$ cat src/rtl/pipeline_reduce_pkg.sv
// Shared mode encoding and two-input reduction primitives for pipeline_reduce.
// Functions work on a fixed 64-bit container; callers cast to their own width.
package pipeline_pkg;

  typedef enum logic [1:0] {MODE_SUM, MODE_MAX, MODE_MIN, MODE_SAT_SUM} mode_e;

  localparam int CW = 64;

  // Padding value that leaves a reduction unchanged.
  function automatic logic [CW-1:0] identity(mode_e m, int width);
    return (m == MODE_MIN) ? ((CW'(1) << width) - CW'(1)) : '0;
  endfunction

  function automatic logic [CW-1:0] combine(mode_e m, logic [CW-1:0] a, logic [CW-1:0] b);
    case (m)
      MODE_MAX: return (a > b) ? a : b;
      MODE_MIN: return (a < b) ? a : b;
      default:  return a + b;
    endcase
  endfunction

endpackage

$ cat src/rtl/pipeline_reduce_node.sv
// One registered tree node: combines two children, carries mode and valid,
// holds while en=0. The root node also applies the SAT_SUM clamp.
module reduce_node
  import pipeline_pkg::*;
#(
  parameter int W     = 8,
  parameter bit CLAMP = 1'b0,
  parameter int SAT_W = W
) (
  input  logic         clk,
  input  logic         rst,
  input  logic         en,
  input  logic [W-1:0] a,
  input  logic [W-1:0] b,
  input  mode_e        mode_in,
  input  logic         valid_in,
  output logic [W-1:0] data,
  output mode_e        mode,
  output logic         valid
);

  localparam logic [W-1:0] SAT_MAX = W'((CW'(1) << SAT_W) - CW'(1));

  logic [W-1:0] nxt;

  always_comb begin
    nxt = W'(combine(mode_in, CW'(a), CW'(b)));
    if (CLAMP && mode_in == MODE_SAT_SUM && nxt > SAT_MAX) nxt = SAT_MAX;
  end

  always_ff @(posedge clk or negedge rst) begin
    if (!rst) begin
      data  <= '0;
      mode  <= MODE_SUM;
      valid <= 1'b0;
    end else if (en) begin
      data  <= nxt;
      mode  <= mode_in;
      valid <= valid_in;
    end
  end

endmodule

$ cat src/rtl/pipeline_reduce.sv
// N-operand pipelined reduction: input register stage, then a heap-indexed
// binary tree of reduce_node (node i has children 2i and 2i+1, root is 1).
module pipeline_reduce
  import pipeline_pkg::*;
#(
  parameter  int WIDTH = 5,
  parameter  int N_IN  = 5,
  localparam int OUT_W = WIDTH + $clog2(N_IN),
  localparam int LAT   = $clog2(N_IN) + 1
) (
  input  logic                  clk,
  input  logic                  rst,
  input  logic                  in_valid,
  output logic                  in_ready,
  input  logic [N_IN*WIDTH-1:0] in_data,
  input  logic [1:0]            in_mode,
  output logic                  out_valid,
  input  logic                  out_ready,
  output logic [OUT_W-1:0]      out_data,
  output logic [1:0]            out_mode,
  output logic                  busy
);

  localparam int LEVELS = LAT - 1;
  localparam int P      = 1 << LEVELS;

  logic en;
  assign en       = !out_valid || out_ready;
  assign in_ready = en;

  // Stage 0: operands widened to OUT_W, spare leaves padded with the identity.
  logic [P-1:0][OUT_W-1:0] leaf, leaf_nxt;
  mode_e                   s0_mode;
  logic                    s0_vld;

  for (genvar g = 0; g < P; g++) begin : g_leaf
    if (g < N_IN) begin : g_op
      assign leaf_nxt[g] = OUT_W'(in_data[g*WIDTH +: WIDTH]);
    end else begin : g_pad
      assign leaf_nxt[g] = OUT_W'(identity(mode_e'(in_mode), WIDTH));
    end
  end

  always_ff @(posedge clk or negedge rst) begin
    if (!rst) begin
      leaf    <= '0;
      s0_mode <= MODE_SUM;
      s0_vld  <= 1'b0;
    end else if (en) begin
      leaf    <= leaf_nxt;
      s0_mode <= mode_e'(in_mode);
      s0_vld  <= in_valid;
    end
  end

  logic [P-1:1][OUT_W-1:0] nd;
  logic [P-1:1]            nvld;
  mode_e                   nmode [1:P-1];

  for (genvar i = 1; i < P; i++) begin : g_node
    logic [OUT_W-1:0] a, b;
    mode_e            m;
    logic             v;
    if (2*i >= P) begin : g_from_leaf
      assign a = leaf[2*i-P];
      assign b = leaf[2*i+1-P];
      assign m = s0_mode;
      assign v = s0_vld;
    end else begin : g_from_node
      assign a = nd[2*i];
      assign b = nd[2*i+1];
      assign m = nmode[2*i];
      assign v = nvld[2*i];
    end
    reduce_node #(.W(OUT_W), .CLAMP(1'(i == 1)), .SAT_W(WIDTH)) u_node (
      .clk      (clk),
      .rst      (rst),
      .en       (en),
      .a        (a),
      .b        (b),
      .mode_in  (m),
      .valid_in (v),
      .data     (nd[i]),
      .mode     (nmode[i]),
      .valid    (nvld[i])
    );
  end

  assign out_valid = nvld[1];
  assign out_data  = nd[1];
  assign out_mode  = nmode[1];
  assign busy      = s0_vld | (|nvld);

endmodule

$ cat config.mk
export PLATFORM = sky130hd
export DESIGN_NAME = pipeline_reduce
export DESIGN_NICKNAME = d
export VERILOG_FILES = /design/src/rtl/pipeline_reduce_pkg.sv /design/src/rtl/pipeline_reduce_node.sv /design/src/rtl/pipeline_reduce.sv
export SDC_FILE = /design/constraint.sdc
export NUM_CORES = 1
export LEC_CHECK = 0
export ABC_CLOCK_PERIOD_IN_PS = 3100
export CORE_MARGIN = 2
export CORE_UTILIZATION = 25
export DETAILED_ROUTE_END_ITERATION = 8
export PLACE_DENSITY = 0.4
export SLEW_MARGIN = 10
export SYNTH_ARGS = -nofsm -noshare
export SYNTH_HDL_FRONTEND = slang
export SYNTH_SLANG_ARGS = --single-unit
$ cat constraint.sdc
create_clock -name clk -period 3.1 [get_ports clk]
set_input_delay 0.31 -clock clk [delete_from_list [all_inputs] [get_ports clk]]
set_output_delay 0.31 -clock clk [all_outputs]
set_load 0.005 [all_outputs]
==> key figures, run 1 <==
Outcome
  – Outcome: finished, final reports clean

Drt
  – Via count: roughly 5,100
  – Remaining DRCs: 0
  – DRT antenna net count: 0
  – DRT Pass-1 Iters: 4
  – Initial drt markers: around 260
  – Routed WL: between 15 and 20 mm
  – Vias per cell: 4.68
  – Mean routed wirelength per cell: 15.5 um

Yosys
  – Mapped Area: between 6000 and 7000 um^2
  – Synth unique cells: 73
  – Ys flop type: dfrtp_1
  – Post-Syn Nets: around 840
  – YS warnings: 0
  – Post-Syn Area per Cell: 8.58 um^2
  – Commonest cells in the synthesized netlist: nand2_1, dfrtp_1, ha_1
  – Count leader, synth: nand2_1
  – FF+latch count, synth: 81
  – Gate Count Post-Synth: between 700 and 800
  – Area leader, netlist: dfrtp_1
  – Post-synth ARST share: between 90% and 100%
  – Sequential area share after synthesis: between 30% and 40%
  – Top cell type's share of synthesized area: between 30 and 40%
  – Synth area leaders: dfrtp_1, ha_1, nand2_1
  – EDFF count, synth: 0

Final layout
  – Final Instance Area: 7340 um^2
  – Final Util: 30.0%
  – Layout cells sized above 1: 6.72%
  – Fillers: between 2,000 and 3,000
  – Area Growth Syn to Fin: 17.4%
  – # diodes: 0
  – Post-route insts no fill: 1,098
  – Final nets: between 800 and 900

Timing
  – Worst-margin pin slew: roughly 850 ps
  – Hold WS: 68.0 ps
  – Setup TNS: 0 ps
  – Setup ws final: about 500 ps
  – Setup violators final: 0
  – Hold Vio Cnt, Final: 0
  – Clock skew after layout: between 10 and 15 ps
  – Max Freq: between 0.3 and 0.4 GHz
  – RSZ-0062 raised after global routing: false
  – Max Slew Vio Count: 0
  – Headroom to the max-slew limit: 43.4%
  – Period utilisation layout: a little over four fifths
  – Fin crit period: ~2600 ps

CTS
  – Clock buffer depth: 2
  – Total CTS buffers: 9
  – H-tree Lvls: 3
  – Cts hold-fix bufs: 0
  – Total clock sinks: between 80 and 90
  – # resized after CTS: 0
  – # Post-CTS Setup Buffers: 0
  – CTS tree: done
  – Root Buffer Master: clkbuf_16
  – Clock latency on the worst-skew pair: approximately 350 ps
  – Clock slew at reported path FFs: about 60 ps

Worst setup path
  – FF-to-FF path depth: 7
  – Critical path buffers and inverters: 0
  – Crit Path Class: register to register
  – Crit path max fanout: 9
  – Crit-path max cell delay: around 470 ps
  – Worst Path Required: between 3000 and 4000 ps
  – Worst setup EP type: register
  – Critical Path Start Type: register
  – Crit-path slowest cell: o31ai_4
  – CP top delay family: compound AO/OA/AOI/OAI gates
  – Crit-path cells: ha_1 -> nand3_2 -> o31ai_4 -> and2_4 -> o2111ai_1 -> a22oi_2 -> o311ai_1
  – CP Depth: 7
  – Worst path arrival time: between 2000 and 3000 ps

GRT
  – Largest net degree at the start of global routing: about 70
  – First-pass GRT wire length: 28.2 mm
  – Remaining Overflow, GRT: 0
  – Total GRT Usage: 13.5%
  – Vias in the first global route: 5,238
  – Initial antenna violation count: 0

Flow run
  – Max Cap Viol: 0

Hold path
  – HP Class: input port to async pin

Placed design
  – DP Wirelength: about 13 mm
  – Dpl cells: 1,082
  – Routability Congestion: a little over 0.8
  – DP Worst Slack: approximately 520 ps
  – Number of port buffers: 43
  – Area after DPL: 7060 um^2

Power
  – Max VDD drop: 366 uV
  – P per Cell Area: about 1100 nW/um^2
  – LEAKAGE: between 3 and 4 nW
  – Design Power: 8.30 mW

Die
  – I/O pins: 44
  – Std-Cell Rows: 57
  – CORE AREA: approximately 24,000 um^2
  – Die Span Y: 162 um
  – Die ar.: between 20,000 and 30,000 um^2
  – Die width: roughly 160 um
  – Initial Utilization: between 20 and 30%
[layout by cell type (no fill, tap or decap), types with 3 or more instances in the layout]
cell type,Yosys,layout
ha_1,77,77
a21oi_1,69,69
clkbuf_16,0,9
a31oi_1,3,3
o221ai_1,9,9
nor3_1,5,5
o21bai_1,11,11
mux2i_1,16,16
nor2_1,37,37
mux2_2,7,7
inv_1,73,72
or3_1,3,3
o211ai_1,5,5
and3_1,3,3
dfrtp_1,81,81
nand3_1,11,11
xnor2_1,9,9
o22ai_1,11,11
nand2b_1,6,6
fa_1,6,6
a22o_1,5,5
xor2_1,7,7
o21a_1,3,3
a21o_1,3,3
nand2_1,112,112
nor3b_1,5,5
a221oi_1,6,6
buf_4,0,13
nor2b_1,7,6
nand4_1,5,5
o2111ai_1,3,3
clkdlybuf4s50_1,0,42
a211oi_1,4,4
o21ai_0,58,58
a311oi_1,3,3
[sequential cells by signal, summed over array words and instances (netlist names)]
name	cells
g_node.u_node.mode	6
g_node.u_node.data	43
g_node.u_node.valid	3
g_node.a	15
g_node.b	11
g_node.m	2
g_node.v	1
[layout make-up]
cell class	count	area [um^2]	area share, %
Multi-Input combinational cell	547	3830	52.2
Clock buffer	12	246	3.36
Tap cell	324	405	5.53
Clock inverter	4	28.8	0.392
Sequential cell	81	2030	27.6
Inverter	75	282	3.84
Timing Repair Buffer	55	518	7.06
[where the power goes]
part,internal (mW),switching [mW]
clock,0.566,0.474
sequential,1.50,0.473
combinational,2.27,3.02
total,4.33,3.96
[routing by layer]
layer	routed length [um]	up-vias	global-route usage (%)
met1	8630	2419	18.2
met3	429	15	2.37
met5	0	-	0
met2	7730	68	22.1
li1	-	2638	-
met4	199	0	3.74
[worst register-to-register path: cells and delay by family (launching register included)]
family | cells | cell delay (ps)
compound gates | 4 | 1190
fa+ha+maj | 1 | 420
flops | 1 | 440
simple gates | 2 | 410
[worst paths after layout]
kind | startpoint | endpoint | slack, ps
max in group asynchronous | rst | g_node[4].b[2] | 2350
worst min-delay path | rst | g_node[1].u_node.data[7] | 70
min in group clk | g_node[1].u_node.mode[0] | g_node[1].u_node.mode[0] | 480
worst min register to register | g_node[1].u_node.mode[0] | g_node[1].u_node.mode[0] | 480
worst max-delay path | g_node[2].u_node.data[5] | g_node[1].u_node.data[4] | 500
worst max register to register | g_node[2].u_node.data[5] | g_node[1].u_node.data[4] | 500
[kinds of logic after synthesis]
kind of cell    synth area share [%]
compound gates                  22.6
xor+xnor                        2.24
fa+ha+maj                       17.3
buf+inv                         6.39
flops                           32.4
mux                             4.25
simple gates                    14.7
Power figures use the tool's default switching activity.
==> run 2, diff against run 1 <==
--- a/config.mk
+++ b/config.mk
@@ -5,11 +5,11 @@
 export SDC_FILE = /design/constraint.sdc
 export NUM_CORES = 1
 export LEC_CHECK = 0
-export ABC_CLOCK_PERIOD_IN_PS = 3100
+export ABC_CLOCK_PERIOD_IN_PS = 2200
 export CORE_MARGIN = 2
 export CORE_UTILIZATION = 25
 export DETAILED_ROUTE_END_ITERATION = 8
-export PLACE_DENSITY = 0.4
+export PLACE_DENSITY = 0.41
 export SLEW_MARGIN = 10
 export SYNTH_ARGS = -nofsm -noshare
 export SYNTH_HDL_FRONTEND = slang
==> constraint.sdc (replaced) <==
create_clock -name clk -period 2.2 [get_ports clk]
set_input_delay 0.22 -clock clk [delete_from_list [all_inputs] [get_ports clk]]
set_output_delay 0.22 -clock clk [all_outputs]
set_load 0.005 [all_outputs]
==> run 2 against run 1 <==
Against the previous run: via count up 9.2%; core utilization up 5.4 points; critical path depth up 2; clock power up 51%; total power up 76%; combinational power up 99%; wire length up 5.8%; the flow now finishes with violations (setup timing); sequential share of layout area down 4.2 points; sequential power up 30%.
==> key figures, run 2 (synthesis gave the netlist of run 1 again) <==
Outcome
  – Outcome: finished, violations left
  – Failing checks: setup timing

Placed design
  – Routability Congestion: 0.812
  – Number of port buffers: 43
  – DP Wirelength: between 10 and 15 mm
  – DP Worst Slack: -201 ps
  – Area after DPL: between 8000 and 9000 um^2

CTS
  – Clock buffer depth: 2
  – CTS tree: done
  – Total CTS buffers: 9
  – Root Buffer Master: clkbuf_16
  – Clock latency on the worst-skew pair: between 300 and 400 ps
  – H-tree Lvls: 3
  – Total clock sinks: 81
  – Clock slew at reported path FFs: roughly 60 ps

Timing
  – Hold Vio Cnt, Final: 0
  – Clock skew after layout: 5.42 ps
  – Period utilisation layout: 102%
  – Fin crit period: between 2000 and 2500 ps
  – RSZ-0062 raised after global routing: true
  – Max Freq: roughly 0.45 GHz
  – Setup violators final: 5
  – Setup ws final: -44.7 ps
  – Headroom to the max-slew limit: about three quarters
  – Max Slew Vio Count: 0
  – Worst-margin pin slew: about 400 ps
  – Setup TNS: -139 ps

Power
  – P per Cell Area: around 1700 nW/um^2
  – LEAKAGE: about 3.9 nW
  – Max VDD drop: ~570 uV

Drt
  – Remaining DRCs: 0
  – Mean routed wirelength per cell: roughly 15 um
  – Routed WL: between 15 and 20 mm
  – DRT antenna net count: 0
  – Vias per cell: between 4 and 5
  – DRT Pass-1 Iters: 4
  – Initial drt markers: 240
  – Via count: about 5,600

GRT
  – Met1 Usage GRT: 19.3%
  – M2 GR Usage: 23.4%
  – Top Usage Layer GRT: met2
  – First-pass GRT wire length: between 20 and 30 mm
  – Total GRT Usage: roughly 14%
  – Initial antenna violation count: 0
  – Remaining Overflow, GRT: 0
  – Vias in the first global route: around 5,700
  – Met3 usage: 2.15%
  – Largest net degree at the start of global routing: 60

Die
  – Die Span Y: between 150 and 200 um
  – Initial Utilization: around a quarter
  – Std-Cell Rows: 57
  – Die ar.: 26,300 um^2
  – CORE AREA: between 20,000 and 25,000 um^2
  – Die width: around 160 um
  – I/O pins: 44

Final layout
  – Commonest non-fill, non-tap cell in the layout: buf_4
  – Layout cells sized above 1: approximately 25%
  – # diodes: 0
  – Max FFs per register: 43
  – Final Util: a little over a third
  – Final Instance Area: between 8000 and 9000 um^2
  – Area Growth Syn to Fin: 38.7%
  – Most frequent cells in the layout: buf_4, nand2_1, dfrtp_1
  – Top reg by flops: g_node.u_node.data
  – Final nets: around 1,000

Worst setup path
  – Crit Path Class: register to register
  – Worst setup EP type: register
  – Worst Path Required: 2410 ps
  – RR Endpoint: g_node[1].u_node.data[1]
  – Reg-to-Reg Start: g_node[2].u_node.data[1]
  – FF-to-FF path depth: 9
  – Critical Path Start Type: register
  – Worst path arrival time: roughly 2500 ps
  – Crit path max fanout: 5
  – Flop2flop setup slack: -40 ps

Flow run
  – Max Cap Viol: 0

Hold path
  – HP Class: input port to async pin
==> run 2: what timing repair did <==
action | in CTS | in global routing
gates resized for setup | 21 | 31
buffers inserted | 2 | 1
hold endpoints to repair | 25 | 0
cloned | 1 | 0
hold buffers | 1 | 0
pin swaps | 11 | 16
endpoints found under the setup margin | 16 | 32
==> run 2: metal layers <==
layer | share of wire (%) | vias up | routed length [um]
met1 | 49 | 2629 | 8860
li1 | - | 2873 | -
met5 | 0 | - | 0
met4 | 1.6 | 0 | 291
met3 | 3.1 | 21 | 554
met2 | 46 | 91 | 8270
==> run 2: how the worst max path moves through the flow <==
stage	from	end
floorplan	g_node[7].u_node.data[4]	g_node[3].u_node.data[0]
global placement	g_node[2].u_node.data[0]	g_node[1].u_node.data[1]
detailed placement	g_node[2].u_node.data[0]	g_node[1].u_node.data[1]
CTS	g_node[3].u_node.data[0]	g_node[1].u_node.data[4]
global route	g_node[2].u_node.data[1]	g_node[1].u_node.data[1]
finish	g_node[2].u_node.data[1]	g_node[1].u_node.data[1]
==> run 2: layout make-up <==
class                   instances  area [um^2]
multi-input cells             548         4180
repair buffers                175         1460
well taps                     324          405
clock buffers                  10          239
fillers                      2591        15800
flip-flops and latches         81         2030
inverters                      75          284
clock inverters                 6         65.1
==> run 2: critical path, cell delays in order (launching register included) <==
cell       delay [ps]
dfrtp_2           450
ha_4              290
nand2b_1          120
a21oi_2            80
o31a_1            340
o221ai_2          210
a41oi_2           160
a22oi_2           220
buf_6             150
o2111ai_1          90
==> run 2: power breakdown <==
part           switching [mW]  leakage, nW  internal [mW]
logic                    5.33         2.79           5.14
clock network           0.657        0.149          0.913
registers               0.445        0.991           2.12
total                    6.43         3.93           8.17
==> run 2: stage by stage <==
stage                     hold slack (ps)  power [mW]  instances
after CTS                             340        14.4       1218
after global placement                173        12.4       1198
after detailed placement              174        12.4       1198
final                                 327        14.6       1219
after floorplan                     -75.6        8.46        728
after global routing                  368        16.0       1219
